**config.mk**
```make
export PLATFORM = sky130hd
export DESIGN_NAME = adbg_cpu_port_arbiter
export DESIGN_NICKNAME = d
export VERILOG_FILES = /design/src/rtl/adbg_arb_pkg.sv /design/src/rtl/adbg_rr_picker.sv /design/src/rtl/adbg_cpu_port_arbiter.sv
export SDC_FILE = /design/constraint.sdc
export NUM_CORES = 1
export LEC_CHECK = 0
export ABC_AREA = 1
export CORE_MARGIN = 2
export CORE_UTILIZATION = 41
export DETAILED_ROUTE_END_ITERATION = 12
export GPL_ROUTABILITY_DRIVEN = 0
export GPL_TIMING_DRIVEN = 1
export PLACE_DENSITY = 0.92
export RECOVER_POWER = 100
export SETUP_SLACK_MARGIN = 0.02
export SLEW_MARGIN = 20
export SYNTH_ARGS = -nofsm -noshare
export SYNTH_HDL_FRONTEND = slang
export SYNTH_SLANG_ARGS = --single-unit
export TNS_END_PERCENT = 30
```
**constraint.sdc**
```tcl
create_clock -name cpu_clk_i -period 2.1 [get_ports cpu_clk_i]
set_input_delay 0.42 -clock cpu_clk_i [delete_from_list [all_inputs] [get_ports cpu_clk_i]]
set_output_delay 0.42 -clock cpu_clk_i [all_outputs]
set_load 0.01 [all_outputs]
```
**src/rtl/adbg_arb_pkg.sv**
```systemverilog
// adbg_arb_pkg: shared state encodings and debug port widths for the CPU port arbiter
package adbg_arb_pkg;
  typedef enum logic [1:0] {
    IDLE   = 2'd0,
    ACCESS = 2'd1,
    RESP   = 2'd2,
    HOLD   = 2'd3
  } arb_state_e;
  localparam int ADBG_CPU_ADDR_W = 16;
  localparam int ADBG_CPU_DATA_W = 32;
endpackage

```
**src/rtl/adbg_rr_picker.sv**
```systemverilog
// adbg_rr_picker: first active request at or above ptr, wrapping, as one-hot and index
module adbg_rr_picker #(
  parameter int NB_REQ = 2,
  parameter int PW     = $clog2(NB_REQ)
) (
  input  logic [NB_REQ-1:0] req_i,
  input  logic [PW-1:0]     ptr_i,
  output logic [NB_REQ-1:0] gnt_o,
  output logic [PW-1:0]     idx_o
);
  logic [2*NB_REQ-1:0] rot;
  logic [PW-1:0]       off;
  logic [PW:0]         sum;
  assign rot = {req_i, req_i} >> ptr_i;
  // lowest set bit of the rotated vector is the offset from ptr; fold back modulo NB_REQ
  always_comb begin
    off = '0;
    for (int i = NB_REQ - 1; i >= 0; i--) off = rot[i] ? PW'(i) : off;
    sum = {1'b0, ptr_i} + {1'b0, off};
    idx_o = (sum >= (PW+1)'(NB_REQ)) ? PW'(sum - (PW+1)'(NB_REQ)) : PW'(sum);
    for (int i = 0; i < NB_REQ; i++) gnt_o[i] = (|req_i) && (idx_o == PW'(i));
  end
endmodule

```
**src/rtl/adbg_cpu_port_arbiter.sv**
```systemverilog
// adbg_cpu_port_arbiter: round-robin sharing of one CPU debug port with access timeout
module adbg_cpu_port_arbiter
  import adbg_arb_pkg::*;
#(
  parameter int NB_REQ  = 2,
  parameter int ADDR_W  = ADBG_CPU_ADDR_W,
  parameter int DATA_W  = ADBG_CPU_DATA_W,
  parameter int TIMEOUT = 255
) (
  input  logic                     cpu_clk_i,
  input  logic                     cpu_rst_i,
  input  logic [NB_REQ-1:0]        req_stb_i,
  input  logic [NB_REQ-1:0]        req_we_i,
  input  logic [NB_REQ*ADDR_W-1:0] req_addr_i,
  input  logic [NB_REQ*DATA_W-1:0] req_wdata_i,
  output logic [NB_REQ-1:0]        req_ack_o,
  output logic [NB_REQ-1:0]        req_err_o,
  output logic [DATA_W-1:0]        req_rdata_o,
  output logic [NB_REQ-1:0]        grant_o,
  output logic                     busy_o,
  output logic                     cpu_stb_o,
  output logic                     cpu_we_o,
  output logic [ADDR_W-1:0]        cpu_addr_o,
  output logic [DATA_W-1:0]        cpu_data_o,
  input  logic [DATA_W-1:0]        cpu_data_i,
  input  logic                     cpu_ack_i
);
  localparam int PW = $clog2(NB_REQ);
  localparam int CW = (TIMEOUT < 1) ? 1 : $clog2(TIMEOUT + 1);
  localparam logic [CW-1:0] TO_LAST = CW'((TIMEOUT < 1) ? 0 : TIMEOUT - 1);
  arb_state_e          state_q, state_d;
  logic [NB_REQ-1:0]   grant_q, grant_d, ack_q, ack_d, err_q, err_d, pick_gnt;
  logic [PW-1:0]       gidx_q, gidx_d, rr_q, rr_d, pick_idx;
  logic                stb_q, stb_d, we_q, we_d, busy_q, busy_d;
  logic [ADDR_W-1:0]   addr_q, addr_d;
  logic [DATA_W-1:0]   wdata_q, wdata_d, rdata_q, rdata_d;
  logic [CW-1:0]       cnt_q, cnt_d;
  adbg_rr_picker #(.NB_REQ(NB_REQ), .PW(PW)) u_pick (
    .req_i (req_stb_i),
    .ptr_i (rr_q),
    .gnt_o (pick_gnt),
    .idx_o (pick_idx)
  );
  // next-state and next-output decode; ack beats timeout in the same cycle
  always_comb begin
    state_d = state_q;
    grant_d = grant_q;
    gidx_d  = gidx_q;
    we_d    = we_q;
    addr_d  = addr_q;
    wdata_d = wdata_q;
    stb_d   = stb_q;
    ack_d   = '0;
    err_d   = '0;
    rdata_d = rdata_q;
    cnt_d   = cnt_q;
    rr_d    = rr_q;
    case (state_q)
      IDLE: if (|req_stb_i) begin
        state_d = ACCESS;
        grant_d = pick_gnt;
        gidx_d  = pick_idx;
        we_d    = req_we_i[pick_idx];
        addr_d  = req_addr_i[pick_idx*ADDR_W +: ADDR_W];
        wdata_d = req_wdata_i[pick_idx*DATA_W +: DATA_W];
        stb_d   = 1'b1;
        cnt_d   = '0;
      end
      ACCESS: begin
        cnt_d = (cnt_q == '1) ? cnt_q : cnt_q + 1'b1;
        if (cpu_ack_i || (TIMEOUT != 0 && cnt_q == TO_LAST)) begin
          state_d = RESP;
          stb_d   = 1'b0;
          ack_d   = grant_q;
          err_d   = cpu_ack_i ? '0 : grant_q;
          rdata_d = cpu_ack_i ? cpu_data_i : '0;
        end
      end
      RESP: begin
        state_d = HOLD;
        rr_d    = (gidx_q == PW'(NB_REQ - 1)) ? '0 : gidx_q + 1'b1;
      end
      HOLD: if (!req_stb_i[gidx_q]) begin
        state_d = IDLE;
        grant_d = '0;
      end
      default: state_d = IDLE;
    endcase
    busy_d = (state_d != IDLE);
  end
  // every output and the arbitration state are registered here
  always_ff @(posedge cpu_clk_i) begin
    if (cpu_rst_i) begin
      state_q <= IDLE;
      grant_q <= '0;
      gidx_q  <= '0;
      we_q    <= 1'b0;
      addr_q  <= '0;
      wdata_q <= '0;
      stb_q   <= 1'b0;
      ack_q   <= '0;
      err_q   <= '0;
      rdata_q <= '0;
      cnt_q   <= '0;
      rr_q    <= '0;
      busy_q  <= 1'b0;
    end else begin
      state_q <= state_d;
      grant_q <= grant_d;
      gidx_q  <= gidx_d;
      we_q    <= we_d;
      addr_q  <= addr_d;
      wdata_q <= wdata_d;
      stb_q   <= stb_d;
      ack_q   <= ack_d;
      err_q   <= err_d;
      rdata_q <= rdata_d;
      cnt_q   <= cnt_d;
      rr_q    <= rr_d;
      busy_q  <= busy_d;
    end
  end
  assign req_ack_o   = ack_q;
  assign req_err_o   = err_q;
  assign req_rdata_o = rdata_q;
  assign grant_o     = grant_q;
  assign busy_o      = busy_q;
  assign cpu_stb_o   = stb_q;
  assign cpu_we_o    = we_q;
  assign cpu_addr_o  = addr_q;
  assign cpu_data_o  = wdata_q;
endmodule
```
==> results of run 1 <==
==> sequential cells by signal, indices dropped and copies added (netlist names) <==
signal	flops
cpu_data_o	32
req_rdata_o	32
cpu_addr_o	16
cnt_q	8
grant_o	2
req_ack_o	2
req_err_o	2
state_q	2
busy_o	1
cpu_stb_o	1
cpu_we_o	1
gidx_q	1
rr_q	1
==> synthesized netlist by cell type, drive strengths merged, types with 2 or more instances <==
| library cell | number | share of area (%) |
|---|---|---|
| a21oi | 24 | 2.7 |
| clkbuf | 19 | 1.6 |
| o21ai | 7 | 0.86 |
| ha | 7 | 1.9 |
| a22oi | 17 | 2.8 |
| buf | 23 | 3.1 |
| nor3 | 4 | 0.44 |
| dfxtp | 101 | 45 |
| inv | 26 | 2.2 |
| nand4 | 2 | 0.28 |
| nand3 | 108 | 12 |
| nor2 | 42 | 3.5 |
| nand2 | 271 | 23 |
| nor4 | 2 | 0.28 |
==> power by group through the flow <==
stage,Clock (uW),Sequential (uW),Combinational (uW)
4_1_cts,1220,2680,3610
3_5_place_dp,0,2720,3590
5_1_grt,1290,2720,3760
3_3_place_gp,0,2710,3540
6_report,1160,2660,3400
2_1_floorplan,0,2910,1690
==> logic make-up after synthesis <==
kind of cell | after synthesis | share of synthesized area (%)
buffers and inverters | 69 | 6.91
XOR/XNOR | 1 | 0.194
AO/OA/AOI/OAI | 52 | 7.05
flip-flops | 101 | 44.7
adder cells (fa/ha/maj) | 7 | 1.94
AND/OR/NAND/NOR | 429 | 39.2
==> final cells by class <==
| class | count | area share (%) |
|---|---|---|
| repair buffers | 238 | 34.1 |
| flip-flops and latches | 101 | 28.4 |
| well taps | 140 | 2.46 |
| clock buffers | 10 | 1.93 |
| multi-input cells | 489 | 30.9 |
| clock inverters | 6 | 0.756 |
| inverters | 27 | 1.44 |
==> routing by layer <==
metal	global-route usage [%]	part of all wire, %	wire length [um]
met1	24.7	39	5180
met2	40.2	48	6460
met3	8.49	11	1500
met4	8.70	2.1	287
met5	0	0	0
==> path summary, 6_finish.rpt <==
check / from / depth (start not counted) / slack [ns] / endpoint
max: req_stb_i[0] / 9 / 0.22 / cpu_addr_o[12]$_SDFFE_PP0P_
min: gidx_q$_SDFFE_PP0P_ / 1 / 0.46 / rr_q$_SDFFE_PP0P_
max reg2reg: state_q[1]$_SDFF_PP0_ / 9 / 0.27 / cnt_q[0]$_SDFFE_PP0P_
min reg2reg: gidx_q$_SDFFE_PP0P_ / 1 / 0.46 / rr_q$_SDFFE_PP0P_
==> worst reg2reg max path: cells and delay by family, from the launching register on <==
| kind | cells | cell delay [ns] |
|---|---|---|
| buffers and inverters | 2 | 0.31 |
| AOI/OAI and AO/OA | 1 | 0.19 |
| DFF | 1 | 0.35 |
| adders and majority gates | 1 | 0.36 |
| and+or+nand+nor | 5 | 0.52 |
==> per-stage QoR <==
step	setup WS (ns)	hold slack, ns	instances
6_report	0.221	0.464	1011
5_1_grt	0.0836	0.482	1011
4_1_cts	0.358	0.466	1011
3_5_place_dp	0.161	0.451	995
3_3_place_gp	0.226	0.441	995
2_1_floorplan	0.635	0.431	659
==> impl_metrics.ini, run 1 <==
[die]
ios = 224
die-area_um2 = 11900
initial_utilization_pct = 41.9
coreArea_um2 = 10800
std_cell_rows = 38
die_h_um = 109
die_w_um = 109

[min_path]
hp-class = reg2reg

[setup_path]
cp_cell_sequence = dlygate4sd3_1 -> clkbuf_1 -> nand3_1 -> nand2_1 -> buf_12 -> nand2_1 -> nand2_1 -> nand2_1 -> nand2_1
cpMostUsedCell = nand2_1
critical_path_class = in2reg
start_kind = input port
cp_slowest_cell = dlygate4sd3_1
arrival_ns = 2.18
cp_num_buf_inv = 3
crit_fanout = 42
crit_family = buffers and inverters
worst_setup_path_end_kind = flop
cp_slowest_stage_delay_ns = 0.56
cp.required_ns = 2.40

[placed_design]
place_area_um2 = 6940
dp_hpwl_um = 9880
port-buffer-count = 223

[power]
clkPwrFrac_pct = 16.1
p_per_area_nw_per_um2 = 1010
power_uw = 7220
ir_drop_mv = 0.495
p_switching_uw = 2810
pwr-share-seq_pct = 36.8
sw_frac_of_total_pct = 39.0
leakage_uw = 0.00337
intPower_uw = 4410
comb_power_share_pct = 47.1

[clock_network]
cts_resized = 0
clock_path_buffers = 2
cts_max_level = 3
cts_tree = built
worstSkewPairLatency_ns = 0.36
cts_hold_buf = 0
cts-root-buf = clkbuf_8
postCtsSetupRepairBufs = 0
clkTransAtPathRegs_ns = 0.10
cts_buffers = 9
cts_sinks = 101

[finish]
n_antenna_cell = 0
areaGrowthSynthToFinish_pct = 57.3
multi_input_area_um2 = 2200
regArea_um2 = 2020
layout_commonest_cell = nand2_1
layout_common_cells = nand2_1 (269), clkdlybuf4s50_1 (132), nand3_1 (108), dfxtp_1 (101), dlygate4sd3_1 (91)
utilization_pct = 65.9
drive_above_1_share_pct = 4.25
n_fill_cell = 892
fin_area_um2 = 7120
nets = 1008

[logic_synthesis]
synth_nets = 801
ys_seq_area_share_pct = 44.7
synth_area_um2 = 4530
synth_edf_count = 0
syn-instance-count = 659
ys_seq_elements = 101
ys.flop_type = dfxtp_1
synthArstFlopShare_pct = 0
ys_types = 28
syn_avg_cell_area_um2 = 6.87
synth_warnings = 0

[sta]
hold_viol_final = 0
fin_crit_ns = 1.88
max_freq_mhz = 532
drv_slew = 0
setup_viol = 0
period_share_pct = 89.5
tightest_slew_ns = 0.455
slew_headroom_pct = 69.3
rsz0062_at_grt = false
clock_skew_ns = 0.0141
finalSetupTns_ns = 0

[routing]
first_iter_violations = 322
drc_errors = 0
vias = 4988
vias_per_cell = 4.93
wl_um = 13400
ant_nets = 0
post_drt_wl_per_cell_um = 13.3
first_pass_iters = 6

[global_route]
globalRouteTotalUtil_pct = 22.8
grt_pass1_vias = 4768
grt_pass1_wl_um = 21600
grt_max_degree = 50
grt_antenna_before_repair = 0
grt_overflow = 0

[run]
cap_violations = 0

[status]
outcome = finished, final reports clean
Power figures use the tool's default switching activity.
==> run 2, diff against run 1 <==
CORE_MARGIN = not set   (was 2)
==> run 2 against run 1 <==
Against the previous run: sequential share of layout area unchanged; final cell count fell by 0.40%; wire length about the same; critical path type unchanged; sequential power about the same; setup slack gained 0.014 ns.
==> impl_metrics.ini, run 2 (synthesized netlist as in run 1, its figures left out) <==
[routing]
ant_nets = 0
vias = 5063
vias_per_cell = 5.03
first_pass_iters = 5
first_iter_violations = 266
wl_um = 13400
post_drt_wl_per_cell_um = 13.3
drc_errors = 0

[global_route]
grt_pass1_vias = 4831
grt_pass1_wl_um = 21700
globalRouteTotalUtil_pct = 23.6
grt_antenna_before_repair = 0
grt_max_degree = 50
grt_overflow = 0

[die]
coreArea_um2 = 10500
std_cell_rows = 37
die_h_um = 107
initial_utilization_pct = 43.1
die-area_um2 = 11500
die_w_um = 107
ios = 224

[clock_network]
cts_hold_buf = 0
clock_path_buffers = 2
cts_sinks = 101
postCtsSetupRepairBufs = 0
cts_resized = 0
cts_max_level = 3
cts_tree = built
cts-root-buf = clkbuf_8
worstSkewPairLatency_ns = 0.36
cts_buffers = 9
clkTransAtPathRegs_ns = 0.10

[setup_path]
cp_cell_sequence = dlygate4sd3_1 -> nand3_1 -> nand2_1 -> clkbuf_2 -> nor3_1 -> o21a_1
crit_fanout = 19
critical_path_class = in2reg
start_kind = input port
cp_slowest_stage_delay_ns = 0.67
cp_slowest_cell = dlygate4sd3_1
cp.required_ns = 2.36
worst_setup_path_end_kind = flop
cp_num_buf_inv = 2
crit_family = buffers and inverters
arrival_ns = 2.12

[min_path]
hp-class = reg2reg

[sta]
setup_viol = 0
rsz0062_at_grt = false
slew_headroom_pct = 65.4
drv_slew = 0
period_share_pct = 88.8
clock_skew_ns = 0.0113
fin_crit_ns = 1.87
finalSetupTns_ns = 0
tightest_slew_ns = 0.514
hold_viol_final = 0
max_freq_mhz = 536
holdWs_ns = 0.462

[finish]
nets = 1008
drive_above_1_share_pct = 4.25
layout_commonest_cell = nand2_1
utilization_pct = 67.7
areaGrowthSynthToFinish_pct = 57.3
n_fill_cell = 888
n_antenna_cell = 0
layout_common_cells = nand2_1 (269), clkdlybuf4s50_1 (133), nand3_1 (108), dfxtp_1 (101), dlygate4sd3_1 (90)

[placed_design]
port-buffer-count = 223
dp_hpwl_um = 9730

[power]
p_per_area_nw_per_um2 = 1050
ir_drop_mv = 0.557
power_uw = 7440
leakage_uw = 0.00337

[status]
outcome = finished, final reports clean

[run]
cap_violations = 0
run 2: changes by cell type in the layout (fill, tap and decap cells not counted), sizes merged:
cell / change
clkinv: -3
bufinv: +2
clkbuf: -1
clkdlybuf4s50: +1
clkinvlp: +1
dlygate4sd3: -1
inv: +1
run 2: routing by layer:
| metal | wire (um) | global-route usage [%] | vias to the layer above |
|---|---|---|---|
| met5 | 0 | 0 | - |
| met4 | 269 | 9.10 | 0 |
| met3 | 1320 | 7.36 | 21 |
| met2 | 6470 | 40.6 | 219 |
| met1 | 5380 | 27.1 | 2288 |
| li1 | - | - | 2535 |
run 2: path summary, 6_finish.rpt:
check,endpoint,depth (start not counted),from,slack (ns)
max,grant_o[1]$_SDFFE_PP0P_,6,req_stb_i[0],0.23
min,req_rdata_o[12]$_SDFFE_PP0P_,2,req_rdata_o[12]$_SDFFE_PP0P_,0.46
max reg2reg,req_rdata_o[11]$_SDFFE_PP0P_,6,state_q[1]$_SDFF_PP0_,0.28
min reg2reg,req_rdata_o[12]$_SDFFE_PP0P_,2,req_rdata_o[12]$_SDFFE_PP0P_,0.46
run 2: worst min-delay path, cell delays in order, from the launching register on:
cell and delay (ns):
dfxtp_1 0.32, nand2_1 0.05, a21oi_1 0.05
run 2: final cells by class:
| cell class | count | area (um^2) | share of cell area [%] |
|---|---|---|---|
| clock inverters | 7 | 104 | 1.46 |
| flip-flops and latches | 101 | 2020 | 28.4 |
| inverters | 27 | 103 | 1.44 |
| repair buffers | 238 | 2400 | 33.7 |
| well taps | 136 | 170 | 2.39 |
| multi-input cells | 489 | 2190 | 30.8 |
| clock buffers | 9 | 124 | 1.74 |
run 2: where the power goes:
| part | internal, uW | switching, uW | total [uW] |
|---|---|---|---|
| registers | 2410 | 254 | 2670 |
| clock network | 688 | 712 | 1400 |
| logic | 1500 | 1880 | 3380 |
| total | 4600 | 2850 | 7440 |
run 2: metrics by stage:
| step | setup slack [ns] | cells | cell area (um^2) |
|---|---|---|---|
| 5_1_grt | 0.0962 | 1007 | 7120 |
| 3_3_place_gp | 0.177 | 991 | 6910 |
| 4_1_cts | 0.362 | 1007 | 7140 |
| 6_report | 0.235 | 1007 | 7120 |
| 3_5_place_dp | 0.109 | 991 | 6910 |
| 2_1_floorplan | 0.635 | 659 | 4530 |
==> run 3, diff against run 2 <==
CTS_CLUSTER_SIZE = 28   (was not set)
==> results of run 3 <==
Final layout, timing and power as in run 2 (identical DEF).
